### src/rtl/hazard_decoder.sv
// Hazard decoder: rebuilds hazard rectangles from a row-band mask and a column-band mask and streams them out.
// Build option HAZARD_DEC_BBOX_EN: emit a single bounding box per frame instead of the run cross product.
module hazard_decoder #(
    parameter int VEC_W     = 16,
    parameter int COORD_W   = 8,
    parameter int ROW_SHIFT = 0,
    parameter int COL_SHIFT = 1
) (
    input  logic               clk,
    input  logic               rst_n,
    input  logic               in_valid,
    output logic               in_ready,
    input  logic [VEC_W-1:0]   vec1,
    input  logic [VEC_W-1:0]   vec2,
    output logic               out_valid,
    input  logic               out_ready,
    output logic [COORD_W-1:0] top,
    output logic [COORD_W-1:0] left,
    output logic [COORD_W-1:0] bottom,
    output logic [COORD_W-1:0] right,
    output logic               out_last,
    output logic [6:0]         num_hazards,
    output logic               done
);

    typedef enum logic [1:0] {
        IDLE = 2'd0,
        SCAN = 2'd1,
        EMIT = 2'd2,
        DONE = 2'd3
    } state_t;

    state_t             state_r, state_s;
    logic [VEC_W-1:0]   row_sh_r, col_sh_r;
    logic               row_prev_r, col_prev_r;
    logic               row_nz_r, col_nz_r;
    logic [3:0]         bit_idx_r;
    logic [3:0]         rs_r [0:7];
    logic [3:0]         re_r [0:7];
    logic [3:0]         cs_r [0:7];
    logic [3:0]         ce_r [0:7];
    logic [3:0]         rcnt_r, ccnt_r;
    logic [2:0]         ri_r, ci_r;
    logic [6:0]         hazard_cnt_r;
    logic               in_ready_r, out_valid_r, out_last_r, done_r;
    logic [COORD_W-1:0] top_r, left_r, bottom_r, right_r;
    logic [6:0]         num_hazards_r;

    logic               accept_s, load_s, xfer_s, last_pair_s;
    logic [3:0]         sel_rs_s, sel_re_s, sel_cs_s, sel_ce_s;
    logic [COORD_W-1:0] top_s, left_s, bottom_s, right_s;

    // Next-state, handshake qualifiers and rectangle selection
    always_comb begin
        state_s     = state_r;
        accept_s    = in_ready_r && in_valid;
        xfer_s      = out_valid_r && out_ready;
        load_s      = (state_r == EMIT) && (!out_valid_r || (out_ready && !out_last_r));
`ifdef HAZARD_DEC_BBOX_EN
        // rcnt of 8 wraps the index to 0, so count-1 always lands on the last run
        sel_rs_s    = rs_r[0];
        sel_re_s    = re_r[rcnt_r[2:0] - 3'd1];
        sel_cs_s    = cs_r[0];
        sel_ce_s    = ce_r[ccnt_r[2:0] - 3'd1];
        last_pair_s = 1'b1;
`else
        sel_rs_s    = rs_r[ri_r];
        sel_re_s    = re_r[ri_r];
        sel_cs_s    = cs_r[ci_r];
        sel_ce_s    = ce_r[ci_r];
        last_pair_s = ({1'b0, ri_r} == (rcnt_r - 4'd1)) && ({1'b0, ci_r} == (ccnt_r - 4'd1));
`endif
        top_s       = COORD_W'(32'(sel_rs_s) << ROW_SHIFT);
        bottom_s    = COORD_W'(((32'(sel_re_s) + 32'd1) << ROW_SHIFT) - 32'd1);
        left_s      = COORD_W'(32'(sel_cs_s) << COL_SHIFT);
        right_s     = COORD_W'(((32'(sel_ce_s) + 32'd1) << COL_SHIFT) - 32'd1);
        case (state_r)
            IDLE: begin
                if (accept_s) state_s = SCAN;
                else          state_s = IDLE;
            end
            SCAN: begin
                if (bit_idx_r == 4'd15) state_s = (row_nz_r && col_nz_r) ? EMIT : DONE;
                else                    state_s = SCAN;
            end
            EMIT: begin
                if (xfer_s && out_last_r) state_s = DONE;
                else                      state_s = EMIT;
            end
            DONE:    state_s = IDLE;
            default: state_s = IDLE;
        endcase
    end

    // State register
    always_ff @(posedge clk or negedge rst_n) begin
        if (!rst_n) state_r <= IDLE;
        else        state_r <= state_s;
    end

    // Frame capture and run extraction; a run closes when the next bit is 0 (a zero is shifted in above bit 15)
    always_ff @(posedge clk or negedge rst_n) begin
        if (!rst_n) begin
            row_sh_r   <= '0;
            col_sh_r   <= '0;
            row_prev_r <= 1'b0;
            col_prev_r <= 1'b0;
            row_nz_r   <= 1'b0;
            col_nz_r   <= 1'b0;
            bit_idx_r  <= 4'd0;
            rcnt_r     <= 4'd0;
            ccnt_r     <= 4'd0;
            for (int i = 0; i < 8; i++) begin
                rs_r[i] <= 4'd0;
                re_r[i] <= 4'd0;
                cs_r[i] <= 4'd0;
                ce_r[i] <= 4'd0;
            end
        end else if (accept_s) begin
            row_sh_r   <= vec1;
            col_sh_r   <= vec2;
            row_prev_r <= 1'b0;
            col_prev_r <= 1'b0;
            row_nz_r   <= (vec1 != '0);
            col_nz_r   <= (vec2 != '0);
            bit_idx_r  <= 4'd0;
            rcnt_r     <= 4'd0;
            ccnt_r     <= 4'd0;
        end else if (state_r == SCAN) begin
            if (row_sh_r[0] && !row_prev_r) rs_r[rcnt_r[2:0]] <= bit_idx_r;
            if (row_sh_r[0] && !row_sh_r[1]) begin
                re_r[rcnt_r[2:0]] <= bit_idx_r;
                rcnt_r            <= rcnt_r + 4'd1;
            end
            if (col_sh_r[0] && !col_prev_r) cs_r[ccnt_r[2:0]] <= bit_idx_r;
            if (col_sh_r[0] && !col_sh_r[1]) begin
                ce_r[ccnt_r[2:0]] <= bit_idx_r;
                ccnt_r            <= ccnt_r + 4'd1;
            end
            row_prev_r <= row_sh_r[0];
            col_prev_r <= col_sh_r[0];
            row_sh_r   <= {1'b0, row_sh_r[VEC_W-1:1]};
            col_sh_r   <= {1'b0, col_sh_r[VEC_W-1:1]};
            bit_idx_r  <= bit_idx_r + 4'd1;
        end else begin
            bit_idx_r  <= bit_idx_r;
        end
    end

    // Pair walk (row run outer, column run inner) and transfer counter
    always_ff @(posedge clk or negedge rst_n) begin
        if (!rst_n) begin
            ri_r         <= 3'd0;
            ci_r         <= 3'd0;
            hazard_cnt_r <= 7'd0;
        end else if (accept_s) begin
            ri_r         <= 3'd0;
            ci_r         <= 3'd0;
            hazard_cnt_r <= 7'd0;
        end else begin
            if (load_s) begin
                if ({1'b0, ci_r} == (ccnt_r - 4'd1)) begin
                    ci_r <= 3'd0;
                    ri_r <= ri_r + 3'd1;
                end else begin
                    ci_r <= ci_r + 3'd1;
                end
            end
            if (xfer_s) hazard_cnt_r <= hazard_cnt_r + 7'd1;
        end
    end

    // Registered outputs; rectangle fields only change on a load, so they hold while stalled
    always_ff @(posedge clk or negedge rst_n) begin
        if (!rst_n) begin
            in_ready_r    <= 1'b1;
            out_valid_r   <= 1'b0;
            out_last_r    <= 1'b0;
            done_r        <= 1'b0;
            top_r         <= '0;
            left_r        <= '0;
            bottom_r      <= '0;
            right_r       <= '0;
            num_hazards_r <= 7'd0;
        end else begin
            in_ready_r <= (state_s == IDLE);
            done_r     <= (state_s == DONE);
            if (state_s == DONE) num_hazards_r <= hazard_cnt_r + {6'd0, xfer_s};
            if (load_s) begin
                out_valid_r <= 1'b1;
                out_last_r  <= last_pair_s;
                top_r       <= top_s;
                left_r      <= left_s;
                bottom_r    <= bottom_s;
                right_r     <= right_s;
            end else if (xfer_s) begin
                out_valid_r <= 1'b0;
                out_last_r  <= 1'b0;
            end else begin
                out_valid_r <= out_valid_r;
            end
        end
    end

    assign in_ready    = in_ready_r;
    assign out_valid   = out_valid_r;
    assign out_last    = out_last_r;
    assign done        = done_r;
    assign top         = top_r;
    assign left        = left_r;
    assign bottom      = bottom_r;
    assign right       = right_r;
    assign num_hazards = num_hazards_r;

endmodule

### config.mk
export PLATFORM = sky130hd
export DESIGN_NAME = hazard_decoder
export DESIGN_NICKNAME = d
export VERILOG_FILES = /design/src/rtl/hazard_decoder.sv
export SDC_FILE = /design/constraint.sdc
export NUM_CORES = 1
export LEC_CHECK = 0
export CELL_PAD_IN_SITES_DETAIL_PLACEMENT = 1
export CELL_PAD_IN_SITES_GLOBAL_PLACEMENT = 1
export CORE_ASPECT_RATIO = 0.9
export CORE_MARGIN = 10
export CORE_UTILIZATION = 43
export DETAILED_ROUTE_END_ITERATION = 16
export PLACE_DENSITY = 0.75
export SYNTH_ARGS = -nofsm -noshare
export SYNTH_HDL_FRONTEND = slang
export SYNTH_SLANG_ARGS = --single-unit
### constraint.sdc
create_clock -name clk -period 3.16 [get_ports clk]
set_clock_uncertainty 0.2 [all_clocks]
set_input_delay 0.474 -clock clk [delete_from_list [all_inputs] [get_ports clk]]
set_output_delay 0.474 -clock clk [all_outputs]
set_load 0.02 [all_outputs]
==> impl_metrics.env, run 1 <==
export IMPL_grt_pass1_wl_um=41700
export IMPL_wl_met3_um=859
export IMPL_r2r_slack_ns=0.19
export IMPL_dr_max_layer_used="met4"
export IMPL_ios=79
export IMPL_synth_edff_count=0
export IMPL_drc=0
export IMPL_cts_made_buffers=25
export IMPL_synthDistinctLibCells=42
export IMPL_die_area_mm2=0.0306
export IMPL_viasPerCell=5.41
export IMPL_ys_flop_type="dfrtp_1"
export IMPL_syn_to_final_growth_pct=17.1
export IMPL_worst_path_max_delay_cell="mux4_1"
export IMPL_timing_hold_ws_ns=0.274
export IMPL_met2WireLength_um=12400
export IMPL_synth_commonest_cells="dfrtp_1, mux2_2, nand2_1"
export IMPL_clk_pin_slew_ns=0.06
export IMPL_power_internal_mw=7.27
export IMPL_r2r_start="ci_r[0]"
export IMPL_rsz0062_at_grt="false"
export IMPL_coreArea_mm2=0.0235
export IMPL_place_ws_ns=0.0489
export IMPL_wl_per_cell_um=19.9
export IMPL_min_to="right[3]"
export IMPL_synth_seq_cells=221
export IMPL_pwr_share_seq_pct=41.5
export IMPL_cts_buffer_depth=3
export IMPL_critPathArrivalTime_ns=3.18
export IMPL_hold_violations=0
export IMPL_grt_max_degree=82
export IMPL_worstPathMaxFanout=6
export IMPL_path_class="flop to flop"
export IMPL_die_w_um=183
export IMPL_peakVddDrop_v=0.000373
export IMPL_switchingPower_mw=3.75
export IMPL_utilization_pct=51.5
export IMPL_finalSetupTns_ns=0
export IMPL_first_iter_violations=334
export IMPL_nets=978
export IMPL_start_util_pct=44.0
export IMPL_slowest_delay_ns=0.59
export IMPL_endpoint_kind="flop"
export IMPL_numPortBuffers=66
export IMPL_ys_seq_area_share_pct=53.6
export IMPL_min_from="right[3]"
export IMPL_switching_share_pct=34.1
export IMPL_yosys_top_cells_area="dfrtp_1, mux2_2, mux4_2"
export IMPL_max_freq_mhz=336
export IMPL_cts_tree="yes"
export IMPL_clock_power_share_pct=24.3
export IMPL_rows=53
export IMPL_diodes=0
export IMPL_drv_slew=0
export IMPL_p_leak_nw=5.39
export IMPL_yosysMostFrequentCell="dfrtp_1"
export IMPL_worst_slew_margin_rel_pct=51.2
export IMPL_place_congestion=0.760
export IMPL_dr_pass1_iters=4
export IMPL_clk_insertion_delay_late_ns=0.52
export IMPL_worst_hold_path_type="flop to flop"
export IMPL_setup_slack_ns=0.187
export IMPL_worst_slew_pin_slew_ns=0.732
export IMPL_status="completed"
export IMPL_syn_inst=864
export IMPL_maxCapViolations=0
export IMPL_startpoint_type="flop"
export IMPL_fin_crit_ns=2.97
export IMPL_fin_crit_sh_pct=94.1
export IMPL_die_y_um=167
export IMPL_drive_gt1_share_pct=24.5
export IMPL_synth_top_area_share_pct=53.3
export IMPL_power_density_mw_per_mm2=912
export IMPL_cp_num_buf_inv=1
export IMPL_htreeDepth=1
export IMPL_required_ns=3.36
export IMPL_ys_async_sr_fraction_pct=100
export IMPL_grt_pass1_vias=7585
export IMPL_wl_met1_um=11200
export IMPL_root_buffer="clkbuf_16"
export IMPL_grt_antenna_before_repair=0
export IMPL_whs_path_depth=2
export IMPL_grt_remaining_overflow=0
export IMPL_synth_top_area_cell="dfrtp_1"
export IMPL_regToRegEndpoint="right[4]"
export IMPL_crit_family="multiplexers"
export IMPL_ant_nets=0
export IMPL_synth_area_mm2=0.0103
export IMPL_setup_violations=0
export IMPL_syn_avg_cell_area_um2=11.9
export IMPL_crit_chain="mux4_1, mux2i_2, inv_1, ha_1, or4b_1, a31oi_1, xor2_1, o21ai_1"
export IMPL_yosys_warnings=0
export IMPL_combPwrFrac_pct=34.3
export IMPL_place_hpwl_um=16900
export IMPL_grt_usage_pct=16.5
export IMPL_r2r_cells=8
export IMPL_vias=6754
export IMPL_drt_wl_total_um=24900
export IMPL_cts_sinks=221
==> how the worst max path moves through the flow <==
stage	endpoint	from	slack (ns)	depth (start not counted)
final	right[4]	ci_r[0]	0.19	8
after global routing	right[4]	ci_r[0]	0.05	8
after CTS	right[4]	ci_r[0]	0.05	8
after detailed placement	right[4]	ci_r[0]	0.05	8
after global placement	right[4]	ci_r[0]	0.24	8
after floorplan	right[4]	ci_r[2]	0.03	9
==> registers in the layout, summed over array words and instances (netlist names), 16 cells and up <==
| register | count |
|---|---|
| rs_r | 32 |
| col_sh_r | 16 |
| re_r | 32 |
| ce_r | 32 |
| cs_r | 32 |
| row_sh_r | 16 |
==> power by group through the flow <==
stage	Combinational (mW)	Clock (mW)	Sequential (mW)
after floorplan	2.67	0	4.44
after global placement	3.62	0	4.55
after detailed placement	3.79	0	4.60
after CTS	3.83	2.74	4.57
after global routing	4.20	2.85	4.72
final	3.78	2.68	4.57
==> cell usage in the layout (no fill, tap or decap), types with 18 or more instances in the layout <==
cell type,synthesis,final
a31oi_1,31,31
buf_4,13,28
clkbuf_16,0,25
clkdlybuf4s50_1,0,65
dfrtp_1,220,219
mux2_2,131,131
mux2i_1,19,18
mux4_2,28,28
nand2_1,115,114
nor2_1,78,78
o21ai_0,29,29
==> routing by layer <==
| metal | up-vias | global-route usage (%) |
|---|---|---|
| li1 | 3146 | - |
| met1 | 3503 | 20.9 |
| met2 | 72 | 28.8 |
| met3 | 33 | 2.76 |
| met4 | 0 | 3.56 |
| met5 | - | 0 |
==> logic make-up after synthesis <==
family / count (synthesis) / synth area share [%]
simple gates: 263 / 11.2
flops: 221 / 53.6
mux: 183 / 23.4
compound gates: 80 / 4.58
buf+inv: 74 / 3.26
xor+xnor: 31 / 2.63
fa+ha+maj: 11 / 1.33
other cells: 1 / 0.0363
==> through the flow <==
step | std cells | cell area, µm² | power, mW
detailed placement | 1205 | 11300 | 8.39
global placement | 1205 | 11300 | 8.17
finish | 1249 | 12100 | 11.0
CTS | 1249 | 12100 | 11.1
floorplan | 875 | 10400 | 7.11
global route | 1249 | 12100 | 11.8
==> worst min-delay path: cells and delay by family (launching register included) <==
| family | cells | cell delay [ns] |
|---|---|---|
| AO/OA/AOI/OAI | 1 | 0.05 |
| flip-flops | 1 | 0.34 |
| AND/OR/NAND/NOR | 1 | 0.04 |
==> what timing repair did <==
item,CTS,global route
hold buffers,1,0
hold endpoints to repair,76,0
setup endpoints to repair,0,1
setup buffers,0,0
gates resized for setup,0,2
==> cell type report <==
class / count / area (µm²)
multi-input cells: 580 / 4510
flip-flops and latches: 221 / 5530
clock inverters: 5 / 25.0
repair buffers: 96 / 906
fillers: 2421 / 11400
well taps: 302 / 378
inverters: 7 / 26.3
clock buffers: 38 / 714
(Power assumes the default switching activity.)
==> run 2, diff against run 1 <==
--- a/config.mk
+++ b/config.mk
@@ -5,13 +5,14 @@
 export SDC_FILE = /design/constraint.sdc
 export NUM_CORES = 1
 export LEC_CHECK = 0
+export CAP_MARGIN = 25
 export CELL_PAD_IN_SITES_DETAIL_PLACEMENT = 1
 export CELL_PAD_IN_SITES_GLOBAL_PLACEMENT = 1
 export CORE_ASPECT_RATIO = 0.9
 export CORE_MARGIN = 10
-export CORE_UTILIZATION = 43
+export CORE_UTILIZATION = 29
 export DETAILED_ROUTE_END_ITERATION = 16
-export PLACE_DENSITY = 0.75
+export PLACE_DENSITY = 0.54
 export SYNTH_ARGS = -nofsm -noshare
 export SYNTH_HDL_FRONTEND = slang
 export SYNTH_SLANG_ARGS = --single-unit
==> impl_metrics.env, run 2 (synthesis results as in run 1) <==
export IMPL_cp_num_buf_inv=1
export IMPL_drv_slew=0
export IMPL_slowest_delay_ns=0.52
export IMPL_layout_commonest_cell="dfrtp_1"
export IMPL_clk_pin_slew_ns=0.06
export IMPL_cts_buffer_depth=3
export IMPL_numPortBuffers=66
export IMPL_p_leak_nw=5.48
export IMPL_drt_wl_total_um=25900
export IMPL_viasPerCell=4.69
export IMPL_p_total_mw=11.2
export IMPL_startpoint_type="flop"
export IMPL_status="completed"
export IMPL_crit_family="multiplexers"
export IMPL_die_area_mm2=0.0436
export IMPL_max_freq_mhz=341
export IMPL_syn_to_final_growth_pct=20.7
export IMPL_path_class="flop to flop"
export IMPL_worst_slew_pin_slew_ns=0.786
export IMPL_start_util_pct=29.4
export IMPL_nets=984
export IMPL_worst_hold_path_type="flop to flop"
export IMPL_coreArea_mm2=0.0351
export IMPL_ios=79
export IMPL_cts_made_buffers=26
export IMPL_cts_sinks=221
export IMPL_crit_chain="buf_4, mux4_2, mux2_4, ha_1, or4b_1, a31oi_1, xor2_1, o21ai_1"
export IMPL_place_hpwl_um=17400
export IMPL_rsz0062_at_grt="false"
export IMPL_power_density_mw_per_mm2=902
export IMPL_r2r_start="ci_r[0]"
export IMPL_drc=0
export IMPL_critPathArrivalTime_ns=3.14
export IMPL_die_w_um=219
export IMPL_root_buffer="clkbuf_16"
export IMPL_worstPathMaxFanout=6
export IMPL_finalSetupTns_ns=0
export IMPL_utilization_pct=35.5
export IMPL_min_from="right[0]"
export IMPL_cts_tree="yes"
export IMPL_r2r_slack_ns=0.23
export IMPL_peakVddDrop_v=0.000365
export IMPL_grt_pass1_wl_um=42500
export IMPL_grt_pass1_vias=7414
export IMPL_fin_crit_ns=2.93
export IMPL_regToRegEndpoint="right[4]"
export IMPL_grt_usage_pct=12.1
export IMPL_post_cts_buffers=0
export IMPL_dr_pass1_iters=4
export IMPL_ant_nets=0
export IMPL_worst_path_max_delay_cell="or4b_1"
export IMPL_r2r_cells=8
export IMPL_required_ns=3.37
export IMPL_maxCapViolations=0
export IMPL_die_y_um=199
export IMPL_place_congestion=0.706
export IMPL_grt_remaining_overflow=0
export IMPL_vias=6684
export IMPL_layout_common_cells="dfrtp_1, mux2_2, nand2_1"
export IMPL_endpoint_kind="flop"
export IMPL_whs_path_depth=1
export IMPL_wl_per_cell_um=18.2
export IMPL_grt_max_degree=72
export IMPL_drive_gt1_share_pct=25.1
export IMPL_diodes=0
export IMPL_rows=65
export IMPL_fin_crit_sh_pct=92.7
export IMPL_worst_slew_margin_rel_pct=47.6
export IMPL_htreeDepth=1
export IMPL_first_iter_violations=289
export IMPL_grt_antenna_before_repair=0
export IMPL_timing_hold_ws_ns=0.267
export IMPL_clk_insertion_delay_late_ns=0.53
export IMPL_fill_cells=3835
export IMPL_min_to="right[0]"
export IMPL_hold_violations=0
export IMPL_setup_violations=0
run 2: cell count changes in the layout (fill, tap and decap cells not counted):
cell / previous run / this run
clkbuf_1: 9 / 8
buf_4: 28 / 31
clkbuf_16: 25 / 27
buf_12: 1 / 3
mux2i_2: 1 / 0
clkbuf_8: 4 / 9
mux2i_1: 18 / 19
clkinv_2: 5 / 2
run 2: report_power, final:
| group | internal, mW | switching (mW) | leakage (nW) |
|---|---|---|---|
| sequential | 3.89 | 0.641 | 2.82 |
| clock | 1.76 | 1.17 | 0.415 |
| combinational | 1.84 | 1.93 | 2.25 |
run 2: stage by stage:
| stage | std cells | setup slack, ns | cell area (µm²) |
|---|---|---|---|
| 3_5_place_dp | 1377 | 0.166 | 11600 |
| 3_3_place_gp | 1377 | 0.185 | 11600 |
| 2_1_floorplan | 875 | 0.0336 | 10400 |
| 4_1_cts | 1424 | 0.162 | 12500 |
| 5_1_grt | 1424 | 0.0331 | 12500 |
| 6_report | 1424 | 0.230 | 12500 |
run 2: how the worst max path moves through the flow:
stage          startpoint        to  cells after the start
5_1_grt           ci_r[0]  right[4]                      8
3_5_place_dp      ci_r[0]  right[4]                      8
6_report          ci_r[0]  right[4]                      8
4_1_cts           ci_r[0]  right[4]                      8
2_1_floorplan     ci_r[2]  right[4]                      9
3_3_place_gp      ci_r[0]  right[4]                      8
run 2: repair_timing:
action	CTS	global route
endpoints found under the hold margin	67	0
setup endpoints to repair	0	1
resized for setup	0	1
hold buffers	1	0
run 2: worst register-to-register path, cell delays in order (launching register included):
cell	delay, ns
dfrtp_2	0.41
buf_4	0.15
mux4_2	0.49
mux2_4	0.31
ha_1	0.29
or4b_1	0.52
a31oi_1	0.21
xor2_1	0.16
o21ai_1	0.07
run 2: final cells by class:
cell class                      instances  area, µm²  area share [%]
Timing Repair Buffer                  101        968            7.77
Sequential cell                       221       5530            44.4
Clock inverter                          2       10.0          0.0804
Inverter                                7       26.3           0.211
Multi-Input combinational cell        580       4500            36.1
Tap cell                              469        587            4.71
Clock buffer                           44        830            6.66
run 2: routing by layer:
layer  vias up  GRT usage, %  wire (µm)
met5         -             0          0
met1      3436          15.9      12100
li1       3153             -          -
met2        62          20.6      12500
met4         0          3.01        493
met3        33          1.78        783
